==> config.mk <==
export PLATFORM = sky130hd
export DESIGN_NAME = pc_control
export DESIGN_NICKNAME = d
export VERILOG_FILES = /design/src/rtl/pc_control.sv
export SDC_FILE = /design/constraint.sdc
export NUM_CORES = 1
export LEC_CHECK = 0
export BUFFER_PORTS_ARGS = -buffer_cell sky130_fd_sc_hd__buf_4
export CAP_MARGIN = 20
export CORE_MARGIN = 2
export CORE_UTILIZATION = 30
export DETAILED_ROUTE_END_ITERATION = 10
export GPL_TIMING_DRIVEN = 0
export PLACE_DENSITY = 0.56
export SYNTH_ARGS = -nofsm -noshare
export SYNTH_HDL_FRONTEND = slang
export SYNTH_SLANG_ARGS = --single-unit
==> constraint.sdc <==
create_clock -name clk -period 5.37 [get_ports clk]
set_clock_uncertainty 0.1 [all_clocks]
set_input_delay 0 -clock clk [delete_from_list [all_inputs] [get_ports clk]]
set_output_delay 0 -clock clk [all_outputs]
set_load 0.02 [all_outputs]
==> src/rtl/pc_control.sv <==
// PC and condition-flag unit for the 16-bit single-cycle core: holds pc and the
// stored {N,V,Z}, evaluates B/BR conditions and produces next pc and sticky halt.
module pc_control #(
  parameter logic [15:0] RESET_PC = 16'h0000
) (
  input  logic        clk,
  input  logic        rst_n,
  input  logic [15:0] instr,
  input  logic [2:0]  alu_flags,
  input  logic [15:0] reg_rs,
  input  logic        stall,
  output logic [15:0] pc,
  output logic [15:0] pc_plus2,
  output logic [2:0]  flags,
  output logic        branch_taken,
  output logic        halted
);

  localparam logic [3:0] OP_ADD = 4'b0000;
  localparam logic [3:0] OP_SUB = 4'b0001;
  localparam logic [3:0] OP_XOR = 4'b0011;
  localparam logic [3:0] OP_SLL = 4'b0100;
  localparam logic [3:0] OP_SRA = 4'b0101;
  localparam logic [3:0] OP_ROR = 4'b0110;
  localparam logic [3:0] OP_B   = 4'b1100;
  localparam logic [3:0] OP_BR  = 4'b1101;
  localparam logic [3:0] OP_HLT = 4'b1111;

  typedef enum logic {
    RUN  = 1'b0,
    HALT = 1'b1
  } state_t;

  state_t      state, state_nxt;
  logic [15:0] pc_nxt;
  logic [2:0]  flags_nxt;
  logic [3:0]  opcode;
  logic [2:0]  ccc;
  logic        cond_met;
  logic        is_branch;
  logic        retire;
  logic signed [15:0] b_offset;

  // Condition codes against stored {N,V,Z}.
  function automatic logic eval_cond(input logic [2:0] cc, input logic [2:0] f);
    logic n, v, z;
    n = f[2];
    v = f[1];
    z = f[0];
    case (cc)
      3'b000:  eval_cond = !z;
      3'b001:  eval_cond = z;
      3'b010:  eval_cond = !z && !n;
      3'b011:  eval_cond = n;
      3'b100:  eval_cond = z || (!z && !n);
      3'b101:  eval_cond = n || z;
      3'b110:  eval_cond = v;
      default: eval_cond = 1'b1;
    endcase
  endfunction

  assign opcode    = instr[15:12];
  assign ccc       = instr[11:9];
  assign pc_plus2  = pc + 16'd2;
  assign halted    = (state == HALT);
  assign is_branch = (opcode == OP_B) || (opcode == OP_BR);
  assign cond_met  = eval_cond(ccc, flags);
  assign retire    = (state == RUN) && !stall;

  assign branch_taken = is_branch && cond_met && !halted;
  // Word offset: sign-extended 9-bit immediate scaled by 2.
  assign b_offset     = {{6{instr[8]}}, instr[8:0], 1'b0};

  always_comb begin
    pc_nxt    = pc;
    flags_nxt = flags;
    state_nxt = state;
    if (retire) begin
      if (opcode == OP_HLT) begin
        state_nxt = HALT;
      end else if (branch_taken && opcode == OP_B) begin
        pc_nxt = pc_plus2 + b_offset;
      end else if (branch_taken && opcode == OP_BR) begin
        pc_nxt = reg_rs & 16'hFFFE;
      end else begin
        pc_nxt = pc_plus2;
      end

      case (opcode)
        OP_ADD, OP_SUB:                 flags_nxt = alu_flags;
        OP_XOR, OP_SLL, OP_SRA, OP_ROR: flags_nxt = {flags[2:1], alu_flags[0]};
        default:                        flags_nxt = flags;
      endcase
    end
  end

  always_ff @(posedge clk or negedge rst_n) begin
    if (!rst_n) begin
      state <= RUN;
      pc    <= RESET_PC;
      flags <= 3'b000;
    end else begin
      state <= state_nxt;
      pc    <= pc_nxt;
      flags <= flags_nxt;
    end
  end

endmodule

==> run metrics, run 1 <==
PostCTS Resize Cnt=0; Post-Syn Instances=263; largest stage delay on the critical path=0.50 ns; FF+latch count, synth=19; slew margin rel.=61.3%; vias per cell=5.10; buffers added on ports=71; first drt pass iteration count=5; Die ar.=0.00771 mm²; cell count after placement=431; die width=87.8 µm; HPWL after DPL=5.26 mm; ANT nets after route=0; Final Max Slew Viols=0; crit-path cells=and3_1, buf_2, nand3_1, xnor2_1, ha_1, a21oi_1, nand2_1, o21ai_0, a31oi_1, xnor2_1, a221o_1; Max Cap Viol=0; layout cells sized above 1=25.7%; pin count of the biggest net entering global routing=20; GPL Wtd Cong=0.800; worst path arrival time=3.49 ns; Hold Crit Class=in2reg; clock share of power=7.4%; CP Launch Type=flop; synthesized area=0.00211 mm²; ys flop type=dfrtp_1; ys async rst share=100%; synth unique cells=55; worst skew pair latency=0.27 ns; # fillers=730; Tcrit/Tclk final=63.9%; EDFF count, synth=0; internal power=0.708 mW; Logic pwr share=71.8%; met3 Usage GRT=3.68%; Max FO, Critical Path=7; Hold Buf Count CTS=7; Max Clk Rate=0.291 GHz; post-DR wirelength/cell=15.3 µm; row cnt=30; hold slack final=0.00788 ns; Reg clk slew, reported paths=0.08 ns; run status=complete, no violations; GRT overflow=0; Non-Filler Instances=442; Leak=1.27 nW; endpoint class of the critical path=flop; CTS buffer count=3; net switching power=0.754 mW; via count=2,252; multi-input gate area in the final layout=0.00155 mm²; Routed Wire Length=6.77 mm; final hold vios=0; Flop pwr share=20.8%; CTS sink count=19; Crit Path Category=reg2reg; busiest grt layer=met2; vias in the first global route=2,164; first-pass GRT wire length=10.8 mm; DRC Markers=0; antenna violations before repair=0; slowest CP cell=dfrtp_1; Syn. warnings=0; sw frac=51.6%; Post-CTS Setup Bufs=0; area added between synthesis and finish=36.7%; H-tree levels=1; Worst-Margin Slew=0.581 ns; GR Util met1=25.0%; Final min period=3.43 ns; Max VDD drop=0.000167 V; RSZ-0062 raised after global routing=no; All-Layer GR Usage=17.9%; maximum clock path buffer count=2; Antenna Cells=0; Register Area=475 µm²; Global Route met2 Usage=29.3%; CTS root buf=clkbuf_8; # IOs=75; Critical Path RT=5.43 ns; CTS tree=built; DR iter-0 viols=154; Nets=404; pwr dens=508 mW/mm²; Mapped Avg Cell Area=8.01 µm²; Final Setup Violations=0; Most Frequent Cell on Critical Path=xnor2_1; setup TNS=0 ns; Die Ht=87.8 µm; register area share after synthesis=22.6%; Core ar.=0.00679 mm²; starting density of the core=31.0%
[synth_stat cells, types with 4 or more instances]
| cell | instances | share of area [%] |
|---|---|---|
| a21oi_1 | 16 | 3.8 |
| a31oi_1 | 6 | 1.8 |
| clkbuf_1 | 7 | 1.2 |
| dfrtp_1 | 19 | 23 |
| ha_1 | 18 | 11 |
| inv_1 | 8 | 1.4 |
| mux2_2 | 4 | 2.1 |
| mux2i_1 | 4 | 1.9 |
| nand2_1 | 29 | 5.2 |
| nand2b_1 | 6 | 1.8 |
| nand3_1 | 7 | 1.7 |
| nor2_1 | 15 | 2.7 |
| nor3_1 | 4 | 0.95 |
| o211ai_1 | 8 | 2.9 |
| o21a_1 | 4 | 1.4 |
| o21ai_0 | 23 | 5.5 |
| xnor2_1 | 12 | 5.0 |
| xor2_1 | 13 | 5.4 |
[critical path, delay by kind of cell, from the launching register on]
family	cells	cell delay, ns
xor+xnor	2	0.49
compound gates	4	1.18
simple gates	3	0.55
fa+ha+maj	1	0.34
buf+inv	1	0.16
flops	1	0.50
[power groups by stage]
stage               combinational, mW  sequential [mW]  clock, mW
floorplan                       0.626            0.354          0
global placement                 1.04            0.305          0
detailed placement               1.04            0.305          0
CTS                              1.06            0.303      0.110
global route                     1.16            0.316      0.116
finish                           1.05            0.304      0.108
[placed cells by master (no fill, tap or decap), drive strengths merged, types with 8 or more instances in the layout]
cell type   n
buf        76
clkbuf     10
o211ai      8
nand3       9
dfrtp      19
xnor2      12
nand2      29
a21oi      16
nor2       16
inv         8
xor2       13
o21ai      23
ha         18
[flip-flops by register name (all words and copies together), names as in the netlist]
name	cells
pc	15
flags	3
halted	1
[stage by stage]
step | util, % | power [mW] | setup WS [ns] | cell area (µm²)
3_3_place_gp | 40.7 | 1.35 | 1.94 | 2760
3_5_place_dp | 40.7 | 1.35 | 1.90 | 2760
5_1_grt | 42.4 | 1.59 | 1.65 | 2880
4_1_cts | 42.4 | 1.47 | 1.89 | 2880
6_report | 42.4 | 1.46 | 1.94 | 2880
2_1_floorplan | - | 0.980 | 2.12 | 2110
[final timing paths]
check                                     start                   end  slack [ns]  depth (start not counted)
max in group asynchronous                 rst_n     pc[4]$_DFFE_PN0P_        4.88                          2
max                           pc[3]$_DFFE_PN0P_    pc[15]$_DFFE_PN0P_        1.94                         11
min reg2reg                flags[1]$_DFFE_PN0P_  flags[1]$_DFFE_PN0P_        0.44                          1
min in group asynchronous                 rst_n     pc[3]$_DFFE_PN0P_        0.07                          2
max reg2reg                   pc[3]$_DFFE_PN0P_    pc[15]$_DFFE_PN0P_        1.94                         11
min                                   reg_rs[1]     pc[1]$_DFFE_PN0P_       0.008                          4
[cell families after synthesis]
kind of cell,count (synthesis),synth area share [%]
xor gates and xnor gates,25,10.4
muxes,8,4.04
other,1,0.178
buffers and inverters,20,4.04
DFF,19,22.6
adders and majority gates,19,11.6
and+or+nand+nor,90,22.3
AOI/OAI and AO/OA,81,24.8
[routing by layer]
metal	wire length [µm]	part of all wire, %
met4	59	0.87
met3	398	5.9
met5	0	0
met1	3110	46
met2	3190	47
[final cells by class]
class	instances	share of cell area, %
plain buffers	12	1.91
clock buffers	3	1.43
clock inverters	1	0.174
inverters	8	1.04
multi-input cells	225	53.8
flip-flops and latches	19	16.5
well taps	96	4.17
repair buffers	78	20.9
Power figures use the tool's default switching activity.
==> run 2, diff against run 1 <==
==> constraint.sdc (replaced) <==
create_clock -name clk -period 3.6 [get_ports clk]
set_clock_uncertainty 0.1 [all_clocks]
set_input_delay 0 -clock clk [delete_from_list [all_inputs] [get_ports clk]]
set_output_delay 0 -clock clk [all_outputs]
set_load 0.02 [all_outputs]
==> run metrics, run 2 (same netlist as run 1, synthesis figures left out) <==
starting density of the core=31.0%; worst skew pair latency=0.27 ns; clock share of power=7.4%; antenna violations before repair=0; Post-CTS Setup Bufs=0; cell family with most CP delay=compound AO/OA/AOI/OAI gates; layout cells sized above 1=25.7%; DRC Markers=0; first drt pass iteration count=5; first-pass GRT wire length=10.8 mm; Max Clk Rate=0.299 GHz; CP Launch Type=flop; Die Ht=87.8 µm; pwr dens=757 mW/mm²; All-Layer GR Usage=17.9%; net switching power=1.12 mW; endpoint class of the critical path=flop; most frequent cells in the layout=buf_4 (73), nand2_1 (29), o21ai_0 (22); run status=complete, no violations; post-DR wirelength/cell=15.3 µm; total chip power=2.18 mW; Die ar.=0.00771 mm²; crit-path cells=and3_1, buf_2, nand3_1, nor2_1, xor2_1, ha_1, a21o_1, a211oi_1, a31oi_1, xnor2_1, a221o_1; GRT overflow=0; CTS root buf=clkbuf_8; Flop pwr share=20.8%; H-tree levels=1; pin count of the biggest net entering global routing=20; Routed Wire Length=6.76 mm; CTS sink count=19; Largest register FFs=15; Leak=1.27 nW; ANT nets after route=0; hold slack final=0.00771 ns; Reg clk slew, reported paths=0.08 ns; Logic pwr share=71.8%; Max VDD drop=0.000248 V; sw frac=51.5%; area added between synthesis and finish=36.7%; Hold Crit Class=in2reg; DR iter-0 viols=154; RSZ-0062 raised after global routing=no; vias per cell=5.09; largest stage delay on the critical path=0.50 ns; Critical Path RT=3.66 ns; GPL Wtd Cong=0.800; Final Max Slew Viols=0; buffers added on ports=71; slew margin rel.=61.2%; Final Setup Violations=0; Nets=404; Max FO, Critical Path=7; internal power=1.06 mW; Antenna Cells=0; die width=87.8 µm; vias in the first global route=2,164; Worst-Margin Slew=0.582 ns; maximum clock path buffer count=2; CTS tree=built; HPWL after DPL=5.26 mm; # IOs=75; final hold vios=0; Biggest register=pc; worst path arrival time=3.40 ns; Max Cap Viol=0; Final min period=3.34 ns; setup TNS=0 ns; row cnt=30; commonest non-fill, non-tap cell in the layout=buf_4; Core ar.=0.00679 mm²; CTS buffer count=3; Tcrit/Tclk final=92.8%; slowest CP cell=dfrtp_1; Crit Path Category=reg2reg; Buf/Inv on CP=1; via count=2,251
## run 2: cell count changes in the layout (fill, tap and decap cells not counted)
cell     delta
o21ai_0     -1
o21ai_1     +1
## run 2: through the flow
stage | util, % | cell area (µm²) | setup slack, ns | cells
2_1_floorplan | - | 2110 | 0.346 | 264
3_3_place_gp | 40.7 | 2760 | 0.165 | 431
3_5_place_dp | 40.7 | 2760 | 0.135 | 431
4_1_cts | 42.4 | 2880 | 0.117 | 442
5_1_grt | 42.4 | 2880 | 0.0115 | 442
6_report | 42.4 | 2880 | 0.260 | 442
## run 2: per-layer routing
layer | vias to the layer above | wire length, µm | track usage (%)
met5 | - | 0 | 0
li1 | 1135 | - | -
met2 | 64 | 3220 | 29.3
met4 | 0 | 59 | 2.10
met1 | 1046 | 3080 | 25.0
met3 | 6 | 400 | 3.68
## run 2: cell type report
type	count	area, µm²
Inverter	8	30.0
Buffer	12	55.1
Timing Repair Buffer	78	603
Clock buffer	3	41.3
Fill cell	730	3910
Multi-Input combinational cell	225	1550
Sequential cell	19	475
Clock inverter	1	5.00
Tap cell	96	120
## run 2: power groups by stage
| stage | registers [mW] | clock network [mW] | logic (mW) |
|---|---|---|---|
| detailed placement | 0.455 | 0 | 1.56 |
| global placement | 0.455 | 0 | 1.55 |
| floorplan | 0.528 | 0 | 0.933 |
| CTS | 0.452 | 0.164 | 1.58 |
| finish | 0.453 | 0.162 | 1.57 |
| global route | 0.471 | 0.173 | 1.73 |
## run 2: worst paths after layout
path,depth (start not counted),from,end,slack [ns]
worst max-delay path,11,pc[3]$_DFFE_PN0P_,pc[15]$_DFFE_PN0P_,0.26
worst min-delay path,4,reg_rs[1],pc[1]$_DFFE_PN0P_,0.008
worst max register to register,11,pc[3]$_DFFE_PN0P_,pc[15]$_DFFE_PN0P_,0.26
worst min register to register,1,flags[1]$_DFFE_PN0P_,flags[1]$_DFFE_PN0P_,0.44
max in group asynchronous,2,rst_n,pc[4]$_DFFE_PN0P_,3.12
min in group asynchronous,2,rst_n,pc[3]$_DFFE_PN0P_,0.06
## run 2: timing repair
item,in CTS,in global routing
endpoints found under the setup margin,0,2
resized for setup,0,1
hold buffers,7,0
hold endpoints to repair,24,0
## run 2: worst reg2reg max path, stage by stage (launching register included)
cell	delay, ns
dfrtp_1	0.50
and3_1	0.20
buf_2	0.16
nand3_1	0.28
nor2_1	0.21
xor2_1	0.29
ha_1	0.36
a21o_1	0.22
a211oi_1	0.29
a31oi_1	0.15
xnor2_1	0.15
a221o_1	0.32
==> run 3, diff against run 2 <==
--- a/config.mk
+++ b/config.mk
@@ -5,13 +5,14 @@
 export SDC_FILE = /design/constraint.sdc
 export NUM_CORES = 1
 export LEC_CHECK = 0
+export ABC_AREA = 1
 export BUFFER_PORTS_ARGS = -buffer_cell sky130_fd_sc_hd__buf_4
 export CAP_MARGIN = 20
 export CORE_MARGIN = 2
 export CORE_UTILIZATION = 30
 export DETAILED_ROUTE_END_ITERATION = 10
 export GPL_TIMING_DRIVEN = 0
-export PLACE_DENSITY = 0.56
+export PLACE_DENSITY = 0.55
 export SYNTH_ARGS = -nofsm -noshare
 export SYNTH_HDL_FRONTEND = slang
 export SYNTH_SLANG_ARGS = --single-unit
==> run metrics, run 3 <==
ANT nets after route=0; Biggest register=pc; endpoint class of the critical path=flop; GRT overflow=0; EDFF count, synth=0; HPWL after DPL=6.36 mm; Max Cap Viol=0; row cnt=32; Die ar.=0.00878 mm²; Max Clk Rate=0.325 GHz; Worst Min Path Start=instr[0]; final hold vios=0; setup ws final=0.525 ns; cell depth of the worst flop-to-flop path=16; synth top area cells=nand2_1 (22%), dfrtp_1 (20%), ha_1 (9.3%); register area share after synthesis=19.7%; CTS root buf=clkbuf_8; Final Max Slew Viols=0; post-synth top area cell=nand2_1; CP Launch Type=flop; synthesized area=0.00241 mm²; maximum clock path buffer count=2; via count=2,795; worst skew pair latency=0.27 ns; H-tree levels=1; slew margin rel.=64.7%; Post-synth top cells=nand2_1 (142), inv_1 (60), nand3_1 (34), nor2_1 (34); top-count cell post-synth=nand2_1; CTS buffer count=3; Placement Setup Slack=0.602 ns; pwr dens=226 mW/mm²; FF+latch count, synth=19; Most Frequent Cell on Critical Path=nand2_1; Reg clk slew, reported paths=0.09 ns; layout cells sized above 1=19.9%; largest stage delay on the critical path=0.46 ns; Core ar.=0.00777 mm²; DRC Markers=0; Mapped Avg Cell Area=5.97 µm²; worst path arrival time=3.19 ns; ys flop type=dfrtp_1; area added between synthesis and finish=34.4%; most frequent cells in the layout=nand2_1 (142), buf_4 (73), inv_1 (60); # IOs=75; Critical path origin=pc[1]$_DFFE_PN0P_; first drt pass iteration count=4; Leak=1.80 nW; Syn. warnings=0; Nets=550; crit-path cells=ha_1, inv_1, nor3_1, nand2_1, nand2_1, inv_1, ha_1, nand2_1, nor2_1, nand3_1, nand3b_1, xor2_1, nand2_1, nand2_1, nand2_1, nand2_1; Worst-Margin Slew=0.526 ns; run status=complete, no violations; ys async rst share=100%; setup TNS=0 ns; Max VDD drop=0.000113 V; vias in the first global route=2,658; synth unique cells=39; Final min period=3.07 ns; vias per cell=4.71; first-pass GRT wire length=12.7 mm; DR iter-0 viols=97; Routed Wire Length=7.71 mm; All-Layer GR Usage=18.2%; critical path endpoint=pc[11]$_DFFE_PN0P_; Largest register FFs=15; buffers added on ports=71; Antenna Cells=0; Post-Syn Instances=404; Final Setup Violations=0; starting density of the core=31.1%; Hold Crit Class=in2reg; Tcrit/Tclk final=85.4%; Crit Path Category=reg2reg; Max FO, Critical Path=6; GPL Wtd Cong=0.890; pin count of the biggest net entering global routing=20; post-DR wirelength/cell=13.0 µm; CTS tree=built; reg2reg setup slack=0.53 ns; commonest non-fill, non-tap cell in the layout=nand2_1; die width=93.7 µm; Critical Path RT=3.71 ns; PostCTS Resize Cnt=0; RSZ-0062 raised after global routing=no; RR Startpoint=pc[1]$_DFFE_PN0P_; slowest CP cell=dfrtp_1; RR Endpoint=pc[11]$_DFFE_PN0P_; antenna violations before repair=0; total chip power=0.734 mW; CTS sink count=19; Die Ht=93.7 µm; post-synth top area share=22.1%
[run 3: logic make-up (layout without fill, tap and decap cells)]
logic type / Yosys count / in the layout / share of synthesized area [%]
compound gates: 44 / 44 / 10.5
xor+xnor: 12 / 12 / 4.35
flops: 19 / 19 / 19.7
simple gates: 237 / 237 / 41.9
buf+inv: 70 / 157 / 12.3
fa+ha+maj: 19 / 19 / 10.2
other cells: 1 / 2 / 0.155
mux: 2 / 2 / 0.933
[run 3: metal layers]
| layer | vias up | routed length, µm | global-route usage [%] |
|---|---|---|---|
| li1 | 1452 | - | - |
| met1 | 1248 | 3720 | 25.7 |
| met2 | 85 | 3380 | 29.0 |
| met3 | 10 | 482 | 3.61 |
| met4 | 0 | 125 | 3.02 |
| met5 | - | 0 | 0 |
[run 3: final cells by class]
class	count	area, µm²
inverters	64	243
clock buffers	3	41.3
multi-input cells	316	1650
fillers	860	4520
well taps	102	128
plain buffers	6	53.8
repair buffers	83	653
clock inverters	1	5.00
flip-flops and latches	19	475
[run 3: critical path, delay by kind of cell (launching register included)]
family	cells	cell delay [ns]
xor gates and xnor gates	1	0.16
adders and majority gates	2	0.67
buffers and inverters	2	0.15
DFF	1	0.46
and+or+nand+nor	11	1.47
[run 3: repair_timing]
item	CTS	global route
buffers inserted	0	0
setup endpoints to repair	0	0
hold buffers	12	0
endpoints found under the hold margin	30	0
[run 3: report_power, final]
group | total [mW] | switching, mW | internal (mW)
sequential | 0.241 | 0.0171 | 0.224
combinational | 0.329 | 0.190 | 0.138
clock | 0.164 | 0.0868 | 0.0774
[run 3: how the worst min path moves through the flow]
stage,end,cells past startpoint
6_report,pc[1]$_DFFE_PN0P_,4
5_1_grt,pc[1]$_DFFE_PN0P_,4
4_1_cts,flags[0]$_DFFE_PN0P_,4
3_5_place_dp,pc[14]$_DFFE_PN0P_,1
3_3_place_gp,pc[15]$_DFFE_PN0P_,1
2_1_floorplan,flags[0]$_DFFE_PN0P_,0
[run 3: metrics by stage]
stage / area (µm²) / utilization, % / instances / hold WS [ns]
2_1_floorplan: 2420 / - / 405 / -0.396
4_1_cts: 3240 / 41.8 / 594 / 0.0214
5_1_grt: 3240 / 41.8 / 594 / 0.0390
6_report: 3240 / 41.8 / 594 / 0.0231
3_3_place_gp: 3080 / 39.6 / 578 / -0.202
3_5_place_dp: 3080 / 39.6 / 578 / -0.199
